**src/rtl/decode_pkg.sv**
```systemverilog
// ---------------------------------------------------------------------------
// decode_pkg
// Shared definitions for the RV32I decode stage:
//   - major opcode constants
//   - ALU operation, branch type and writeback-select encodings
//   - memory access size encodings (equal to the load/store funct3)
//   - operand-select encodings
//   - the ID/EX register layout (idex_t)
//   - ALU operation lookup from funct3/funct7
// ---------------------------------------------------------------------------
package decode_pkg;

    localparam logic [6:0] OPC_LUI    = 7'b0110111;
    localparam logic [6:0] OPC_AUIPC  = 7'b0010111;
    localparam logic [6:0] OPC_JAL    = 7'b1101111;
    localparam logic [6:0] OPC_JALR   = 7'b1100111;
    localparam logic [6:0] OPC_BRANCH = 7'b1100011;
    localparam logic [6:0] OPC_LOAD   = 7'b0000011;
    localparam logic [6:0] OPC_STORE  = 7'b0100011;
    localparam logic [6:0] OPC_OP_IMM = 7'b0010011;
    localparam logic [6:0] OPC_OP     = 7'b0110011;

    typedef enum logic [3:0] {
        ALU_ADD  = 4'd0,
        ALU_SUB  = 4'd1,
        ALU_SLL  = 4'd2,
        ALU_SLT  = 4'd3,
        ALU_SLTU = 4'd4,
        ALU_XOR  = 4'd5,
        ALU_SRL  = 4'd6,
        ALU_SRA  = 4'd7,
        ALU_OR   = 4'd8,
        ALU_AND  = 4'd9
    } alu_op_e;

    typedef enum logic [2:0] {
        BR_NONE = 3'd0,
        BR_EQ   = 3'd1,
        BR_NE   = 3'd2,
        BR_LT   = 3'd3,
        BR_GE   = 3'd4,
        BR_LTU  = 3'd5,
        BR_GEU  = 3'd6,
        BR_JUMP = 3'd7
    } br_type_e;

    typedef enum logic [1:0] {
        WB_ALU = 2'd0,
        WB_MEM = 2'd1,
        WB_PC4 = 2'd2,
        WB_IMM = 2'd3
    } wb_sel_e;

    localparam logic [2:0] MEM_SIZE_B  = 3'b000;
    localparam logic [2:0] MEM_SIZE_H  = 3'b001;
    localparam logic [2:0] MEM_SIZE_W  = 3'b010;
    localparam logic [2:0] MEM_SIZE_BU = 3'b100;
    localparam logic [2:0] MEM_SIZE_HU = 3'b101;

    localparam logic OP_A_RS1 = 1'b0;
    localparam logic OP_A_PC  = 1'b1;
    localparam logic OP_B_RS2 = 1'b0;
    localparam logic OP_B_IMM = 1'b1;

    typedef struct packed {
        logic [31:0] pc;
        logic [31:0] rs1_data;
        logic [31:0] rs2_data;
        logic [31:0] imm;
        logic [4:0]  rs1;
        logic [4:0]  rs2;
        logic [4:0]  rd;
        alu_op_e     alu_op;
        logic        op_a_sel;
        logic        op_b_sel;
        br_type_e    br_type;
        logic        mem_rden;
        logic        mem_wren;
        logic [2:0]  mem_size;
        wb_sel_e     wb_sel;
        logic        rd_wren;
        logic        illegal;
    } idex_t;

    // funct7[5] (instr[30]) selects SUB only for register-register ops;
    // for shifts it selects arithmetic right shift in both forms.
    function automatic alu_op_e alu_from_funct(input logic [2:0] funct3,
                                               input logic       alt,
                                               input logic       is_reg);
        alu_op_e op;
        case (funct3)
            3'b000:  op = (is_reg && alt) ? ALU_SUB : ALU_ADD;
            3'b001:  op = ALU_SLL;
            3'b010:  op = ALU_SLT;
            3'b011:  op = ALU_SLTU;
            3'b100:  op = ALU_XOR;
            3'b101:  op = alt ? ALU_SRA : ALU_SRL;
            3'b110:  op = ALU_OR;
            default: op = ALU_AND;
        endcase
        return op;
    endfunction

endpackage

```
**src/rtl/regfile.sv**
```systemverilog
// ---------------------------------------------------------------------------
// regfile
// 32 x 32-bit integer register file, two combinational read ports and one
// write port. x0 always reads zero and is never written. Synchronous
// active-low reset clears every register; no write happens during reset.
//
// Build option:
//   DECODE_WB_BYPASS_EN  - when defined, a read of the register being written
//                          in the same cycle returns the write data
//                          (write-first). When undefined, reads return only
//                          stored values.
//
// Ports:
//   clk_i, rst_ni     clock, synchronous active-low reset
//   raddr_a, rdata_a  read port A
//   raddr_b, rdata_b  read port B
//   waddr, wdata, wren write port
// ---------------------------------------------------------------------------
module regfile (
    input  logic        clk_i,
    input  logic        rst_ni,
    input  logic [4:0]  raddr_a,
    output logic [31:0] rdata_a,
    input  logic [4:0]  raddr_b,
    output logic [31:0] rdata_b,
    input  logic [4:0]  waddr,
    input  logic [31:0] wdata,
    input  logic        wren
);

    logic [31:0] regs [32];
    logic        write_ok;

    assign write_ok = wren && rst_ni && (waddr != 5'd0);

    always_ff @(posedge clk_i) begin
        if (!rst_ni) begin
            for (int i = 0; i < 32; i++) begin
                regs[i] <= '0;
            end
        end else if (write_ok) begin
            regs[waddr] <= wdata;
        end
    end

    always_comb begin
        rdata_a = (raddr_a == 5'd0) ? '0 : regs[raddr_a];
        rdata_b = (raddr_b == 5'd0) ? '0 : regs[raddr_b];
`ifdef DECODE_WB_BYPASS_EN
        if (write_ok && (waddr == raddr_a)) rdata_a = wdata;
        if (write_ok && (waddr == raddr_b)) rdata_b = wdata;
`endif
    end

endmodule

```
**src/rtl/decode_cycle.sv**
```systemverilog
// ---------------------------------------------------------------------------
// decode_cycle
// RV32I decode stage: instruction decode, immediate generation, register
// file read, load-use hazard detection and the ID/EX pipeline register.
//
// Build option:
//   DECODE_WB_BYPASS_EN  - passed through to regfile (write-first reads).
//
// Ports:
//   clk_i, rst_ni            clock, synchronous active-low reset
//   instr_D, pc_D            instruction and its PC from fetch
//   is_taken_E               redirect from execute, flushes decode
//   rd_W, wb_data_W,
//   rd_wren_W                writeback port into the register file
//   stall                    load-use hold request to fetch (combinational)
//   *_E                      ID/EX register contents
// ---------------------------------------------------------------------------
module decode_cycle
    import decode_pkg::*;
#(
    parameter logic [31:0] BUBBLE_INSTR = 32'h0000_0000
) (
    input  logic        clk_i,
    input  logic        rst_ni,
    input  logic [31:0] instr_D,
    input  logic [31:0] pc_D,
    input  logic        is_taken_E,
    input  logic [4:0]  rd_W,
    input  logic [31:0] wb_data_W,
    input  logic        rd_wren_W,
    output logic        stall,
    output logic [31:0] pc_E,
    output logic [31:0] rs1_data_E,
    output logic [31:0] rs2_data_E,
    output logic [31:0] imm_E,
    output logic [4:0]  rs1_E,
    output logic [4:0]  rs2_E,
    output logic [4:0]  rd_E,
    output logic [3:0]  alu_op_E,
    output logic        op_a_sel_E,
    output logic        op_b_sel_E,
    output logic [2:0]  br_type_E,
    output logic        mem_rden_E,
    output logic        mem_wren_E,
    output logic [2:0]  mem_size_E,
    output logic [1:0]  wb_sel_E,
    output logic        rd_wren_E,
    output logic        illegal_E
);

    logic [6:0]  opcode;
    logic [2:0]  funct3;
    logic [4:0]  rs1;
    logic [4:0]  rs2;
    logic [4:0]  rd;
    logic [31:0] imm_i;
    logic [31:0] imm_s;
    logic [31:0] imm_b;
    logic [31:0] imm_u;
    logic [31:0] imm_j;
    logic [31:0] rs1_data;
    logic [31:0] rs2_data;
    logic        known;
    logic        uses_rs1;
    logic        uses_rs2;
    logic        hazard;
    idex_t       dec_p0;
    idex_t       idex_p1;

    assign opcode = instr_D[6:0];
    assign funct3 = instr_D[14:12];
    assign rs1    = instr_D[19:15];
    assign rs2    = instr_D[24:20];
    assign rd     = instr_D[11:7];

    assign imm_i = {{20{instr_D[31]}}, instr_D[31:20]};
    assign imm_s = {{20{instr_D[31]}}, instr_D[31:25], instr_D[11:7]};
    assign imm_b = {{19{instr_D[31]}}, instr_D[31], instr_D[7],
                    instr_D[30:25], instr_D[11:8], 1'b0};
    assign imm_u = {instr_D[31:12], 12'b0};
    assign imm_j = {{11{instr_D[31]}}, instr_D[31], instr_D[19:12],
                    instr_D[20], instr_D[30:21], 1'b0};

    regfile u_regfile (
        .clk_i   (clk_i),
        .rst_ni  (rst_ni),
        .raddr_a (rs1),
        .rdata_a (rs1_data),
        .raddr_b (rs2),
        .rdata_b (rs2_data),
        .waddr   (rd_W),
        .wdata   (wb_data_W),
        .wren    (rd_wren_W)
    );

    // ---- stage D: combinational decode ----
    always_comb begin
        dec_p0   = '0;
        known    = 1'b1;
        uses_rs1 = 1'b0;
        uses_rs2 = 1'b0;
        case (opcode)
            OPC_LUI: begin
                dec_p0.imm      = imm_u;
                dec_p0.op_b_sel = OP_B_IMM;
                dec_p0.wb_sel   = WB_IMM;
                dec_p0.rd_wren  = 1'b1;
            end
            OPC_AUIPC: begin
                dec_p0.imm      = imm_u;
                dec_p0.op_a_sel = OP_A_PC;
                dec_p0.op_b_sel = OP_B_IMM;
                dec_p0.rd_wren  = 1'b1;
            end
            OPC_JAL: begin
                dec_p0.imm      = imm_j;
                dec_p0.op_a_sel = OP_A_PC;
                dec_p0.op_b_sel = OP_B_IMM;
                dec_p0.br_type  = BR_JUMP;
                dec_p0.wb_sel   = WB_PC4;
                dec_p0.rd_wren  = 1'b1;
            end
            OPC_JALR: begin
                uses_rs1        = 1'b1;
                dec_p0.imm      = imm_i;
                dec_p0.op_b_sel = OP_B_IMM;
                dec_p0.br_type  = BR_JUMP;
                dec_p0.wb_sel   = WB_PC4;
                dec_p0.rd_wren  = 1'b1;
            end
            OPC_BRANCH: begin
                uses_rs1        = 1'b1;
                uses_rs2        = 1'b1;
                dec_p0.imm      = imm_b;
                // ALU forms the target; the comparator uses rs1/rs2 data.
                dec_p0.op_a_sel = OP_A_PC;
                dec_p0.op_b_sel = OP_B_IMM;
                case (funct3)
                    3'b000:  dec_p0.br_type = BR_EQ;
                    3'b001:  dec_p0.br_type = BR_NE;
                    3'b100:  dec_p0.br_type = BR_LT;
                    3'b101:  dec_p0.br_type = BR_GE;
                    3'b110:  dec_p0.br_type = BR_LTU;
                    3'b111:  dec_p0.br_type = BR_GEU;
                    default: dec_p0.br_type = BR_NONE;
                endcase
            end
            OPC_LOAD: begin
                uses_rs1        = 1'b1;
                dec_p0.imm      = imm_i;
                dec_p0.op_b_sel = OP_B_IMM;
                dec_p0.mem_rden = 1'b1;
                dec_p0.mem_size = funct3;
                dec_p0.wb_sel   = WB_MEM;
                dec_p0.rd_wren  = 1'b1;
            end
            OPC_STORE: begin
                uses_rs1        = 1'b1;
                uses_rs2        = 1'b1;
                dec_p0.imm      = imm_s;
                dec_p0.op_b_sel = OP_B_IMM;
                dec_p0.mem_wren = 1'b1;
                dec_p0.mem_size = funct3;
            end
            OPC_OP_IMM: begin
                uses_rs1        = 1'b1;
                dec_p0.imm      = imm_i;
                dec_p0.op_b_sel = OP_B_IMM;
                dec_p0.alu_op   = alu_from_funct(funct3, instr_D[30], 1'b0);
                dec_p0.rd_wren  = 1'b1;
            end
            OPC_OP: begin
                uses_rs1        = 1'b1;
                uses_rs2        = 1'b1;
                dec_p0.alu_op   = alu_from_funct(funct3, instr_D[30], 1'b1);
                dec_p0.rd_wren  = 1'b1;
            end
            default: known = 1'b0;
        endcase

        // Register indices are only reported when actually used, so that
        // later forwarding logic never matches a don't-care field.
        dec_p0.pc       = pc_D;
        dec_p0.rs1_data = rs1_data;
        dec_p0.rs2_data = rs2_data;
        dec_p0.rs1      = uses_rs1 ? rs1 : 5'd0;
        dec_p0.rs2      = uses_rs2 ? rs2 : 5'd0;
        dec_p0.rd       = dec_p0.rd_wren ? rd : 5'd0;

        // A bubble or unknown opcode becomes an all-zero slot; only an
        // unknown opcode that is not the bubble word flags illegal.
        if (!known || (instr_D == BUBBLE_INSTR)) begin
            dec_p0         = '0;
            uses_rs1       = 1'b0;
            uses_rs2       = 1'b0;
            dec_p0.illegal = (instr_D != BUBBLE_INSTR);
        end
    end

    // Load in E whose result is needed by the instruction in D. A redirect
    // discards D anyway, so it suppresses the hold.
    assign hazard = idex_p1.mem_rden && (idex_p1.rd != 5'd0) &&
                    ((uses_rs1 && (rs1 == idex_p1.rd)) ||
                     (uses_rs2 && (rs2 == idex_p1.rd)));
    assign stall  = hazard && !is_taken_E && rst_ni;

    // ---- stage D -> E: ID/EX register ----
    always_ff @(posedge clk_i) begin
        if (!rst_ni || is_taken_E || stall) begin
            idex_p1 <= '0;
        end else begin
            idex_p1 <= dec_p0;
        end
    end

    assign pc_E       = idex_p1.pc;
    assign rs1_data_E = idex_p1.rs1_data;
    assign rs2_data_E = idex_p1.rs2_data;
    assign imm_E      = idex_p1.imm;
    assign rs1_E      = idex_p1.rs1;
    assign rs2_E      = idex_p1.rs2;
    assign rd_E       = idex_p1.rd;
    assign alu_op_E   = idex_p1.alu_op;
    assign op_a_sel_E = idex_p1.op_a_sel;
    assign op_b_sel_E = idex_p1.op_b_sel;
    assign br_type_E  = idex_p1.br_type;
    assign mem_rden_E = idex_p1.mem_rden;
    assign mem_wren_E = idex_p1.mem_wren;
    assign mem_size_E = idex_p1.mem_size;
    assign wb_sel_E   = idex_p1.wb_sel;
    assign rd_wren_E  = idex_p1.rd_wren;
    assign illegal_E  = idex_p1.illegal;

endmodule

```
**config.mk**
```make
export PLATFORM = sky130hd
export DESIGN_NAME = decode_cycle
export DESIGN_NICKNAME = d
export VERILOG_FILES = /design/src/rtl/decode_pkg.sv /design/src/rtl/regfile.sv /design/src/rtl/decode_cycle.sv
export SDC_FILE = /design/constraint.sdc
export NUM_CORES = 2
export LEC_CHECK = 0
export ABC_CLOCK_PERIOD_IN_PS = 4850
export BUFFER_PORTS_ARGS = -buffer_cell sky130_fd_sc_hd__buf_2
export CAP_MARGIN = 5
export CORE_MARGIN = 2
export CORE_UTILIZATION = 50
export DETAILED_ROUTE_END_ITERATION = 10
export PLACE_DENSITY = 0.71
export SYNTH_ARGS = -nofsm -noshare
export SYNTH_HDL_FRONTEND = slang
export SYNTH_HIERARCHICAL = 1
export SYNTH_SLANG_ARGS = --single-unit
```
**constraint.sdc**
```tcl
create_clock -name clk_i -period 4.85 [get_ports clk_i]
set_input_delay 0.2425 -clock clk_i [delete_from_list [all_inputs] [get_ports clk_i]]
set_output_delay 0.2425 -clock clk_i [all_outputs]
set_load 0.01 [all_outputs]
```
==> results_dict.tcl <==
set metrics [dict create \
    ys_async_sr_fraction_pct 0 \
    synth-seq-cells 1185 \
    grt_max_degree 106 \
    syn_to_final_growth_pct 13.3 \
    die_y_um 349 \
    period_share_pct 65.3 \
    grt_usage_pct 31.7 \
    synth_edf_count 1024 \
    hold_slack_ps 57.5 \
    htreeDepth 4 \
    yosysSeqAreaShare_pct 57.2 \
    setup_violations 0 \
    vias_per_cell 6.70 \
    ys.flop_type "edfxtp_1" \
    wl_met2_um 88000 \
    fp.dieW_um 349 \
    power_density_nw_per_um2 360 \
    cts_root_buf "clkbuf_16" \
    io_pins 267 \
    synthDistinctLibCells 67 \
    cts_num_sinks 1185 \
    synthCells 4001 \
    hpwl_um 116000 \
    vias 39200 \
    rows 126 \
    layout.nets 4310 \
    insertion_delay_ps 760 \
    multi_input_area_sq_um 24100 \
    path_clk_slew_ps 60 \
    start_util_pct 50.4 \
    top_layer "met5" \
    grt_pass1_wl_um 275000 \
    yosysTopAreaCell "edfxtp_1" \
    r2r_slack_ps 1680 \
    grt_overflow 0 \
    fin_worst_skew_ps 29.8 \
    status "complete, no violations" \
    startpoint_type "register" \
    wl_um 194000 \
    firstDrtPassIters 8 \
    synthDominantCellAreaShare_pct 51.7 \
    met3_length_um 25400 \
    cp_max_fo 65 \
    finalSetupTns_ps 0 \
    hp-class "in2reg" \
    post_cts_resized 0 \
    setup_ws_ps 1680 \
    drc 0 \
    port_buffers 266 \
    die_area_sq_um 122000 \
    finalWeightedCongestion 0.985 \
    seq_area_sq_um 34000 \
    wl_met1_um 69300 \
    antenna_found_initial 16 \
    fillers 9062 \
    ir_worst_vdd_v 0.000362 \
    tightest_slew_ps 1360 \
    crit_path_end_kind "register" \
    synth_area_per_cell_sq_um 14.9 \
    syn_area_sq_um 59400 \
    post-route-util_pct 57.1 \
    numCtsBuffers 131 \
    slew_viol_final 0 \
    crit_required_ps 5530 \
    max_cap_viol_count 0 \
    finalHoldViolCount 0 \
    p_leak_nw 24.0 \
    fmax_ghz 0.316 \
    place_ws_ps 1230 \
    synth_warnings 6 \
    yosys-top-cells-area "edfxtp_1 52%, mux4_2 18%, and2_1 11%, dfxtp_1 5.4%, mux2i_1 2.5%" \
    grt_pass1_vias 39000 \
    core_area_sq_um 118000 \
    worstPathArrival_ps 3850 \
    rsz0062_at_grt "false" \
    cts_tree "done" \
    reg2reg_depth 6 \
    min_delay_path_depth 5 \
    crit_type "reg2reg" \
    finalCriticalPeriod_ps 3170 \
    clk_path_buf_depth 3 \
    drive_gt1_share_pct 27.7 \
    drt_iter0_markers 5786 \
    postRouteAntennaNets 0 \
    wl_per_cell_um 33.2 \
    relSlewSlack_pct 6.93 \
]
[logic make-up after synthesis]
| family | share of synthesized area (%) |
|---|---|
| xor gates and xnor gates | 0.162 |
| and+or+nand+nor | 14.2 |
| buffers and inverters | 3.38 |
| AOI/OAI and AO/OA | 4.11 |
| DFF | 57.2 |
| other | 0.00631 |
| muxes | 21.0 |
[final cells by class]
type / instances / area share (%)
Timing Repair Buffer: 457 / 4.57
Inverter: 7 / 0.0390
Sequential cell: 1185 / 50.4
Clock buffer: 192 / 5.67
Tap cell: 1536 / 2.85
Clock inverter: 43 / 0.574
Antenna cell: 5 / 0.0186
Multi-Input combinational cell: 2423 / 35.8
[sequential cells by signal, indices dropped and copies added (netlist names), 5 cells and up]
name            cells
pc_E               32
rs2_E               5
imm_E              32
rs1_E               5
rs2_data_E         32
rd_E                5
u_regfile/regs   1024
rs1_data_E         32
[path summary, 6_finish.rpt]
path / from / endpoint
max: rd_E[1] / rs2_data_E[14]
max reg2reg: rd_E[1] / rs2_data_E[14]
min: instr_D[3] / illegal_E
min reg2reg: mem_rden_E / mem_rden_E
[synthesized netlist by cell type (15+ instances only)]
library cell and count:
a2111oi_0 23, a2111oi_1 32, a21oi_1 41, a22o_1 51, a22oi_1 21, and2_1 1079
and3_1 24, buf_1 19, buf_2 37, buf_4 45, buf_6 24, clkbuf_1 288
dfxtp_1 161, edfxtp_1 1024, mux2_2 31, mux2i_1 150, mux4_2 472, nand2_1 22
nor2_1 79, nor2b_1 17, nor3_1 63, nor4_1 15, o21ai_0 40, o22ai_1 105
[cells in the final DEF, fill, tap and decap left out, types with 33 or more instances in the layout]
| cell type | count |
|---|---|
| dfxtp_1 | 161 |
| edfxtp_1 | 1024 |
| mux4_2 | 472 |
| dlygate4sd3_1 | 61 |
| mux2i_1 | 150 |
| nor2_1 | 47 |
| clkbuf_16 | 139 |
| buf_4 | 122 |
| a21oi_1 | 41 |
| clkbuf_1 | 38 |
| and2_1 | 1078 |
| nor3_1 | 62 |
| a2111oi_1 | 33 |
| o22ai_1 | 105 |
| a22o_1 | 51 |
| buf_2 | 259 |
[what timing repair did]
item | 4_1_cts | 5_1_grt
hold endpoints to repair | 78 | 0
setup buffers | 0 | 0
hold buffers | 61 | 0
[routing by layer]
metal / track usage, % / vias to the layer above
met5: 0 / -
met4: 16.9 / 12
met1: 41.6 / 19800
li1: - / 15700
met2: 48.9 / 3137
met3: 7.94 / 534
[worst max-delay path, cell delays in order (launching register included)]
cell and delay, ps:
dfxtp_1 360, or4_1 560, o211ai_1 270, or4_1 190
and3_4 620, buf_4 760, and2_4 250
[through the flow]
step / std cells / total power, mW / cell area [sq um]
2_1_floorplan: 4032 / 13.5 / 59600
3_3_place_gp: 5546 / 14.4 / 62500
3_5_place_dp: 5547 / 14.5 / 62500
4_1_cts: 5843 / 24.3 / 67300
5_1_grt: 5843 / 24.8 / 67300
6_report: 5848 / 24.2 / 67300
[power by group]
group,internal [mW],switching (mW)
Combinational,1.07,1.46
Sequential,11.6,0.275
Clock,5.77,4.09
Total,18.4,5.82
No activity file was read; power rests on OpenSTA's default activity.
